<file path="src/rtl/uart_pkg.sv">
// Shared UART constants used by the receiver and its byte FIFO.
package uart_pkg;

    localparam int UART_DATA_W        = 8;
    localparam int UART_RX_FIFO_DEPTH = 16;

endpackage

</file>
<file path="src/rtl/uart_fifo_mem.sv">
// DEPTH x DATA_W register array: one clocked write port, one asynchronous read port.
module uart_fifo_mem #(
    parameter int DEPTH  = 16,
    parameter int DATA_W = 8,
    parameter int AW     = $clog2(DEPTH)
) (
    input  logic              clk,
    input  logic              wr_en,
    input  logic [AW-1:0]     wr_addr,
    input  logic [DATA_W-1:0] wr_data,
    input  logic [AW-1:0]     rd_addr,
    output logic [DATA_W-1:0] rd_data
);

    logic [DATA_W-1:0] mem [DEPTH];

    // Contents are deliberately left unreset; occupancy tracking masks stale entries.
    always_ff @(posedge clk) begin
        if (wr_en) begin
            mem[wr_addr] <= wr_data;
        end
    end

    assign rd_data = mem[rd_addr];

endmodule

</file>
<file path="src/rtl/uart_rx_fifo.sv">
// First-word-fall-through byte queue between the UART receiver and its consumer,
// with a sticky overflow flag for bytes dropped while full.
module uart_rx_fifo
    import uart_pkg::*;
#(
    parameter int DEPTH  = UART_RX_FIFO_DEPTH,
    parameter int DATA_W = UART_DATA_W
) (
    input  logic                       clk,
    input  logic                       reset,
    input  logic                       i_Rx_Done,
    input  logic [DATA_W-1:0]          i_Rx_Byte,
    output logic [DATA_W-1:0]          o_Data,
    output logic                       o_Valid,
    input  logic                       i_Ready,
    output logic [$clog2(DEPTH):0]     o_Count,
    output logic                       o_Full,
    output logic                       o_Empty,
    output logic                       o_Overflow,
    input  logic                       i_Clr_Overflow
);

    localparam int AW = $clog2(DEPTH);
    localparam int CW = AW + 1;

    logic [AW-1:0]     wr_ptr;
    logic [AW-1:0]     rd_ptr;
    logic [CW-1:0]     count;
    logic              overflow;
    logic [DATA_W-1:0] rd_data;
    logic              pop;
    logic              push_ok;
    logic              drop;

    // A full queue can still take a byte when the consumer frees a slot this cycle.
    assign pop     = o_Valid && i_Ready;
    assign push_ok = i_Rx_Done && (!o_Full || pop);
    assign drop    = i_Rx_Done && !push_ok;

    uart_fifo_mem #(
        .DEPTH  (DEPTH),
        .DATA_W (DATA_W),
        .AW     (AW)
    ) u_mem (
        .clk     (clk),
        .wr_en   (push_ok && !reset),
        .wr_addr (wr_ptr),
        .wr_data (i_Rx_Byte),
        .rd_addr (rd_ptr),
        .rd_data (rd_data)
    );

    always_ff @(posedge clk) begin
        if (reset) begin
            wr_ptr   <= '0;
            rd_ptr   <= '0;
            count    <= '0;
            overflow <= 1'b0;
        end else begin
            if (push_ok) begin
                wr_ptr <= wr_ptr + AW'(1);
            end
            if (pop) begin
                rd_ptr <= rd_ptr + AW'(1);
            end
            case ({push_ok, pop})
                2'b10:   count <= count + CW'(1);
                2'b01:   count <= count - CW'(1);
                default: count <= count;
            endcase
            // A drop in the same cycle as a clear keeps the flag set.
            if (drop) begin
                overflow <= 1'b1;
            end else if (i_Clr_Overflow) begin
                overflow <= 1'b0;
            end
        end
    end

    assign o_Count    = count;
    assign o_Full     = (count == CW'(DEPTH));
    assign o_Empty    = (count == '0);
    assign o_Valid    = !o_Empty;
    assign o_Overflow = overflow;
    assign o_Data     = o_Valid ? rd_data : '0;

endmodule

</file>
<file path="config.mk">
export PLATFORM = sky130hd
export DESIGN_NAME = uart_rx_fifo
export DESIGN_NICKNAME = d
export VERILOG_FILES = /design/src/rtl/uart_pkg.sv /design/src/rtl/uart_fifo_mem.sv /design/src/rtl/uart_rx_fifo.sv
export SDC_FILE = /design/constraint.sdc
export NUM_CORES = 1
export LEC_CHECK = 0
export CORE_MARGIN = 3
export CORE_UTILIZATION = 30
export CTS_CLUSTER_SIZE = 28
export DETAILED_ROUTE_END_ITERATION = 8
export PLACE_DENSITY = 0.54
export SYNTH_ARGS = -nofsm -noshare
export SYNTH_HDL_FRONTEND = slang
export SYNTH_SLANG_ARGS = --single-unit
</file>
<file path="constraint.sdc">
create_clock -name clk -period 5.2 [get_ports clk]
set_input_delay 0.52 -clock clk [delete_from_list [all_inputs] [get_ports clk]]
set_output_delay 0.52 -clock clk [all_outputs]
set_load 0.005 [all_outputs]
</file>
==> qor.yml <==
routing:
  drc_errors: 0
  routedWlPerCell_um: 17.3
  drtPass1Iterations: 4
  viasPerCell: 4.66
  first_iter_violations: 135
  postRouteAntennaNets: 0
  routed_wirelength_um: 11200
  via_count: 3018
timing:
  period_share: 0.690
  grt_setup_unrepaired: "false"
  setup_viol_count_final: 0
  drv_slew: 0
  finClkSkew_ns: 0.00760
  timing.setup.tns_ns: 0
  worst_slack_ns: 1.61
  tightest_slew_ns: 1.03
  clock.fmax_mhz: 279
  whs_ns: 0.499
  slew_headroom: 0.314
  min_period_ns: 3.59
  hold_violations: 0
floorplan:
  die_h_um: 147
  rows: 51
  start_util: 0.307
  die_w_um: 147
  die-area_mm2: 0.0217
  coreArea_mm2: 0.0195
  io_pins: 30
clock_tree:
  cts_root_buf: "clkbuf_16"
  cts_num_sinks: 146
  cts_tree: "done"
  clk_latency_ns: 0.42
  cts_buffer_depth: 2
  holdBufCountCts: 0
  cts_buffers: 17
  postCtsSetupRepairBufs: 0
  h-tree-depth: 4
  postCtsResizedCells: 0
  clk_pin_slew_ns: 0.06
critical_path:
  crit_type: "reg2out"
  worstPathRequired_ns: 4.68
  timing.rr.start: "o_Count[0]"
  cp_max_fo: 32
  worstSetupStartpointType: "flip-flop"
  crit_path_end: "o_Data[1]"
  end_kind: "output port"
  rr_endpoint: "o_Count[4]"
  critical_path_arrival_ns: 3.07
  rrSetupSlack_ns: 2.49
  rr_worst_depth: 8
placement:
  hpwl_um: 7190
  dp_cells: 617
  placed_area_mm2: 0.00654
  gp_congestion: 0.751
  io_buffers: 29
  pre_cts_slack_ns: 1.94
outcome:
  status: "completed"
grt:
  overflow: 0
  grt_pass1_vias: 3212
  antenna_found_initial: 0
  grt.total_usage: 0.109
  grt_max_degree: 33
  grt_pass1_wl_um: 17700
worst_hold_path:
  hold_class: "reg2reg"
logic_synthesis:
  synth_edf_count: 128
  ys_ff_latch: 146
  synth_nets: 363
  synthCells: 341
  synthFlopType: "edfxtp_1"
  yosysWarnings: 0
  ys_async_sr_fraction: 0
  syn_area_mm2: 0.00599
  synth_cell_type_count: 44
  ys_seq_area_frac: 0.701
  synth_area_per_cell_um2: 17.6
finish:
  diodes: 0
  fin_util: 0.364
  final_cell_area_mm2: 0.00711
  final_cell_mix: "128 x edfxtp_1, 33 x nor2_1, 32 x mux4_2"
  syn_to_final_growth_pct: 18.6
  nets: 393
  final_cell_count_no_fill: 648
  final_common_cell: "edfxtp_1"
  drive_gt1_frac: 0.185
pwr:
  leakage_nw: 2.19
  ir_drop_uv: 263
  power_mw: 3.34
  powerDensity_mw_per_mm2: 470
run:
  maxCapViolCount: 0
layer usage:
layer	wire length, µm	part of all wire	GRT usage
met5	0	0	0
met4	144	0.013	0.0368
met3	349	0.031	0.0358
met2	5490	0.49	0.176
met1	5200	0.46	0.139
power breakdown:
| part | switching (mW) | total [mW] | internal, mW |
|---|---|---|---|
| Combinational | 0.305 | 0.706 | 0.401 |
| Clock | 0.444 | 1.19 | 0.742 |
| Sequential | 0.132 | 1.45 | 1.32 |
final cells by class:
type | instances | area [µm²]
Clock buffer | 18 | 429
Sequential cell | 146 | 4210
Inverter | 10 | 37.5
Fill cell | 1861 | 12400
Tap cell | 265 | 332
Multi-Input combinational cell | 166 | 1660
Timing Repair Buffer | 30 | 298
Clock inverter | 13 | 144
how the worst min path moves through the flow:
stage	start	to	depth (start not counted)
2_1_floorplan	o_Overflow	o_Overflow	2
3_3_place_gp	o_Overflow	o_Overflow	2
3_5_place_dp	o_Overflow	o_Overflow	2
4_1_cts	o_Overflow	o_Overflow	2
5_1_grt	rd_ptr[3]	rd_ptr[3]	2
6_report	o_Overflow	o_Overflow	2
registers in the layout (all words and copies together) (netlist names), named ones only:
| signal | cells |
|---|---|
| u_mem.mem | 128 |
| o_Count | 5 |
| rd_ptr | 4 |
| wr_ptr | 4 |
| o_Overflow | 1 |
logic make-up (layout without fill, tap and decap cells):
kind of cell             Yosys count  in the layout  share of synthesized area
flip-flops                       146            146                      0.701
buffers and inverters             29             71                     0.0215
multiplexers                      45             45                      0.142
adder cells (fa/ha/maj)            9              9                     0.0200
AO/OA/AOI/OAI                     36             36                     0.0470
XOR/XNOR                           7              7                     0.0102
AND/OR/NAND/NOR                   69             69                     0.0578
worst max-delay path, cell delays in order (launching register included):
cell,delay (ns)
dfxtp_2,1.00
mux4_2,0.59
nor2b_1,0.14
a211oi_1,0.30
a211oi_1,0.11
clkdlybuf4s50_1,0.49
synthesized netlist by cell type, drive strengths merged, types with 2 or more instances:
cell type	instances	area share
a211oi	18	0.023
a21oi	3	0.0025
a31oi	2	0.0021
buf	11	0.010
clkbuf	8	0.0052
dfxtp	18	0.060
edfxtp	128	0.64
ha	8	0.017
inv	10	0.0063
mux2i	12	0.020
mux4	32	0.12
nand2	4	0.0025
nand2b	2	0.0021
nand3	4	0.0033
nand4	2	0.0021
nor2	34	0.022
nor2b	12	0.013
nor3	4	0.0033
o211ai	2	0.0025
o21ai	5	0.0061
or3	2	0.0021
xnor2	4	0.0058
xor2	3	0.0044
(Power assumes the default switching activity.)
==> edit 1 (config.mk and constraints unchanged) <==
Set the package constant `UART_DATA_W` to 10 (it was 8).
--- a/src/rtl/uart_pkg.sv
+++ b/src/rtl/uart_pkg.sv
@@ -1,7 +1,7 @@
 // Shared UART constants used by the receiver and its byte FIFO.
 package uart_pkg;
 
-    localparam int UART_DATA_W        = 8;
+    localparam int UART_DATA_W        = 10;
     localparam int UART_RX_FIFO_DEPTH = 16;
 
 endpackage
Ports: changed (resized i_Rx_Byte and o_Data); port bits go from 30 to 34. No check against the original RTL was run, so the function may have changed too.
==> edit 1 against the original RTL <==
Total power grew 16%. Final area is 20% higher. Count of clock-buffer cells in the layout stayed put. Die area is 19% higher. Synthesized area up 20%. Hold slack better by 0.0049 ns. Global-route usage increased by 1.0 points. Wire length is 31% higher. Sequential cell count is 32 higher. Final cell count is 18% higher. Worst setup slack worse by 0.064 ns. Sequential power increased by 17%. Register-to-register slack lost 0.02 ns.
==> edit 1: results (changes against the original RTL) <==
final_layout:
  drive_gt1_share_pct: 19.6  # +1.1 points
  fillers: 2245  # +21%
  largest_reg_flops: 160  # +25%
  design_area_um2: 8500  # +20%
  nNetsFinal: 455  # +16%
yosys:
  synth_common_cells: "160 x edfxtp_1, 40 x mux4_2, 34 x nor2_1"
  ys_warn_count: 0  # unchanged
  synthCells: 390  # +14%
  synth_nets: 414  # +14%
  synth_edf_count: 160  # +25%
  synth_cell_types: 40  # -9.1%
  synth-seq-area-share_pct: 71.8  # +1.7 points
sta:
  holdWs_ns: 0.504  # +0.00485 ns
  fin_crit_ns: 3.65  # +0.0645 ns
  fin_worst_skew_ns: 0.00879  # +0.00118 ns
  relSlewSlack_pct: 18.0  # -13 points
outcome:
  status: "completed"
detailed_routing:
  dr_total_vias: 3634  # +20%
  vias_per_cell: 4.77  # +2.4%
  finalWirelength_mm: 14.6  # +31%
  drt_iter0_markers: 220  # +63%
  firstDrtPassIters: 6  # +2
place:
  dp_cells: 731  # +18%
  globalplace.congestion: 0.773  # +2.9%
  place_hpwl_mm: 9.19  # +28%
  portBuffers: 33  # +14%
  dpl_worst_slack_ns: 1.89  # -0.0445 ns
  placed_area_um2: 7910  # +21%
global_route:
  grt_pass1_vias: 3884  # +21%
  grt_pass1_wl_mm: 22.9  # +30%
setup_path:
  r2r_slack_ns: 2.47  # -0.02 ns
  cp_max_fo: 12  # -63%
power:
  vdd.ir_drop.worst_uv: 266  # +1.1%
[edit 1: area by class of cell]
cell class | instances | share of cell area, %
Sequential cell | 178 | 60.8
Clock inverter | 13 | 1.90
Inverter | 10 | 0.442
Timing Repair Buffer | 42 | 4.68
Tap cell | 319 | 4.70
Multi-Input combinational cell | 182 | 22.4
Clock buffer | 18 | 5.05
[edit 1: how the worst max path moves through the flow]
stage,start,endpoint,depth (start not counted)
6_report,o_Count[0],o_Data[2],4
5_1_grt,o_Count[0],o_Data[2],4
4_1_cts,register,o_Data[7],6
3_5_place_dp,register,o_Data[7],6
3_3_place_gp,register,o_Data[9],6
2_1_floorplan,o_Count[0],o_Count[4],9
[edit 1: worst max-delay path, cell delays in order, from the launching register on]
cell and delay (ns):
dfxtp_1 0.37, or4_1 0.74, nor2_1 0.82, a211oi_1 0.23, clkdlybuf4s50_1 0.54
[edit 1: logic make-up (layout without fill, tap and decap cells)]
kind of cell / after synthesis / after routing / share of synthesized area (%)
flip-flops: 178 / 178 / 71.8
AND/OR/NAND/NOR: 71 / 71 / 4.96
multiplexers: 55 / 55 / 14.6
AO/OA/AOI/OAI: 40 / 40 / 4.33
buffers and inverters: 30 / 83 / 1.77
adder cells (fa/ha/maj): 9 / 9 / 1.67
XOR/XNOR: 7 / 7 / 0.852
[edit 1: routing by layer]
| layer | part of all wire [%] | vias up | GRT usage, % |
|---|---|---|---|
| met5 | 0 | - | 0 |
| met3 | 3.4 | 9 | 3.17 |
| met1 | 48 | 1901 | 16.5 |
| li1 | - | 1640 | - |
| met2 | 48 | 84 | 19.0 |
| met4 | 0.73 | 0 | 2.82 |
[edit 1: where the power goes]
group	internal, mW	switching [mW]	total [mW]
Combinational	0.472	0.442	0.914
Clock	0.754	0.514	1.27
Sequential	1.60	0.0897	1.69
Total	2.83	1.05	3.88
==> edit 2 (config.mk and constraints unchanged) <==
Without the edit above. Make the reset (`reset`) asynchronous in one clocked block.
--- a/src/rtl/uart_rx_fifo.sv
+++ b/src/rtl/uart_rx_fifo.sv
@@ -50,7 +50,7 @@
         .rd_data (rd_data)
     );
 
-    always_ff @(posedge clk) begin
+    always_ff @(posedge clk or posedge reset) begin
         if (reset) begin
             wr_ptr   <= '0;
             rd_ptr   <= '0;
Check against the original RTL: differs if reset is asserted again (counterexample within 4 cycles, from zero or initial values and one cycle with reset high); with reset held inactive, the same outputs for 4 cycles.
==> edit 2 against the original RTL <==
Die area fell by 2.0%. Synthesized area fell by 2.1%. Sequential cell count fell by 4. Total power rose by 14%. Final area fell by 1.5%. Clock skew rose by 0.0039 ns. Wire length rose by 6.5%. Register-to-register slack got worse by 0.24 ns. Largest cell class unchanged. Worst setup slack improved by 0.064 ns.
==> edit 2: results (changes against the original RTL) <==
outcome:
  status: "completed"
final_layout:
  multi_input_area_um2: 1550  # -6.6%
  nonClkBufAreaFrac_pct: 4.57  # +0.39 points
  clk_share_pct: 8.17  # +0.10 points
  clock_buffers: 19  # +1
  multi_input_gates: 143  # -14%
setup_path:
  cp_slowest_stage_delay_ns: 0.92  # -0.08 ns
  cpMaxStageDelayCell: "dfrtp_2"
  cp_max_fo: 28  # -13%
  r2r_cells: 9  # +1
  rr_startpoint: "o_Count[0]"
yosys:
  synthCells: 310  # -9.1%
  yosys-top-cells-area: "edfxtp_1 65%, mux4_2 12%, dfrtp_1 6.0%, mux2_2 1.9%, ha_1 1.7%"
  synth_common_cells: "128 x edfxtp_1, 32 x mux4_2, 20 x nor2_1"
  synth-seq-area-share_pct: 71.4  # +1.3 points
  synth_nets: 332  # -8.5%
  synth.top_cell.area_share_pct: 65.5  # +1.4 points
  synth-seq-cells: 142  # -2.7%
  synth_cell_types: 40  # -9.1%
hold_path:
  hold_end: "o_Overflow"
  holdPathStages: 1  # -1
detailed_routing:
  routed-wl-met2_mm: 5.82  # +6.0%
  drt_iter0_markers: 167  # +24%
  route.met3.wl_um: 390  # +12%
  wl_per_cell_um: 19.2  # +11%
power:
  p_leak_nw: 2.29  # +4.8%
global_route:
  met1_usage_pct: 15.8  # +2.0 points
  grt_pass1_vias: 3114  # -3.1%
  grtUsageTotal_pct: 11.9  # +1.0 points
sta:
  holdWs_ns: 0.506  # +0.00680 ns
place:
  globalplace.congestion: 0.758  # +0.95%
[edit 2: kinds of logic after synthesis]
| group | count (synthesis) | synth area share [%] |
|---|---|---|
| compound gates | 29 | 3.05 |
| xor+xnor | 9 | 1.34 |
| fa+ha+maj | 9 | 2.05 |
| buf+inv | 25 | 2.13 |
| flops | 142 | 71.4 |
| mux | 54 | 16.5 |
| simple gates | 42 | 3.50 |
[edit 2: stage by stage]
step           setup WS (ns)  cell area, um^2  power [mW]
3_5_place_dp            1.89             6430        2.69
6_report                1.67             7000        3.80
2_1_floorplan           2.72             5870        2.24
4_1_cts                 1.60             7000        3.85
5_1_grt                 1.45             7000        4.01
3_3_place_gp            1.96             6430        2.68
[edit 2: power groups by stage]
stage	combinational [mW]	clock (mW)	sequential, mW
6_report	1.08	1.15	1.56
5_1_grt	1.18	1.24	1.59
4_1_cts	1.11	1.17	1.57
3_5_place_dp	1.10	0	1.59
3_3_place_gp	1.09	0	1.59
2_1_floorplan	0.815	0	1.43
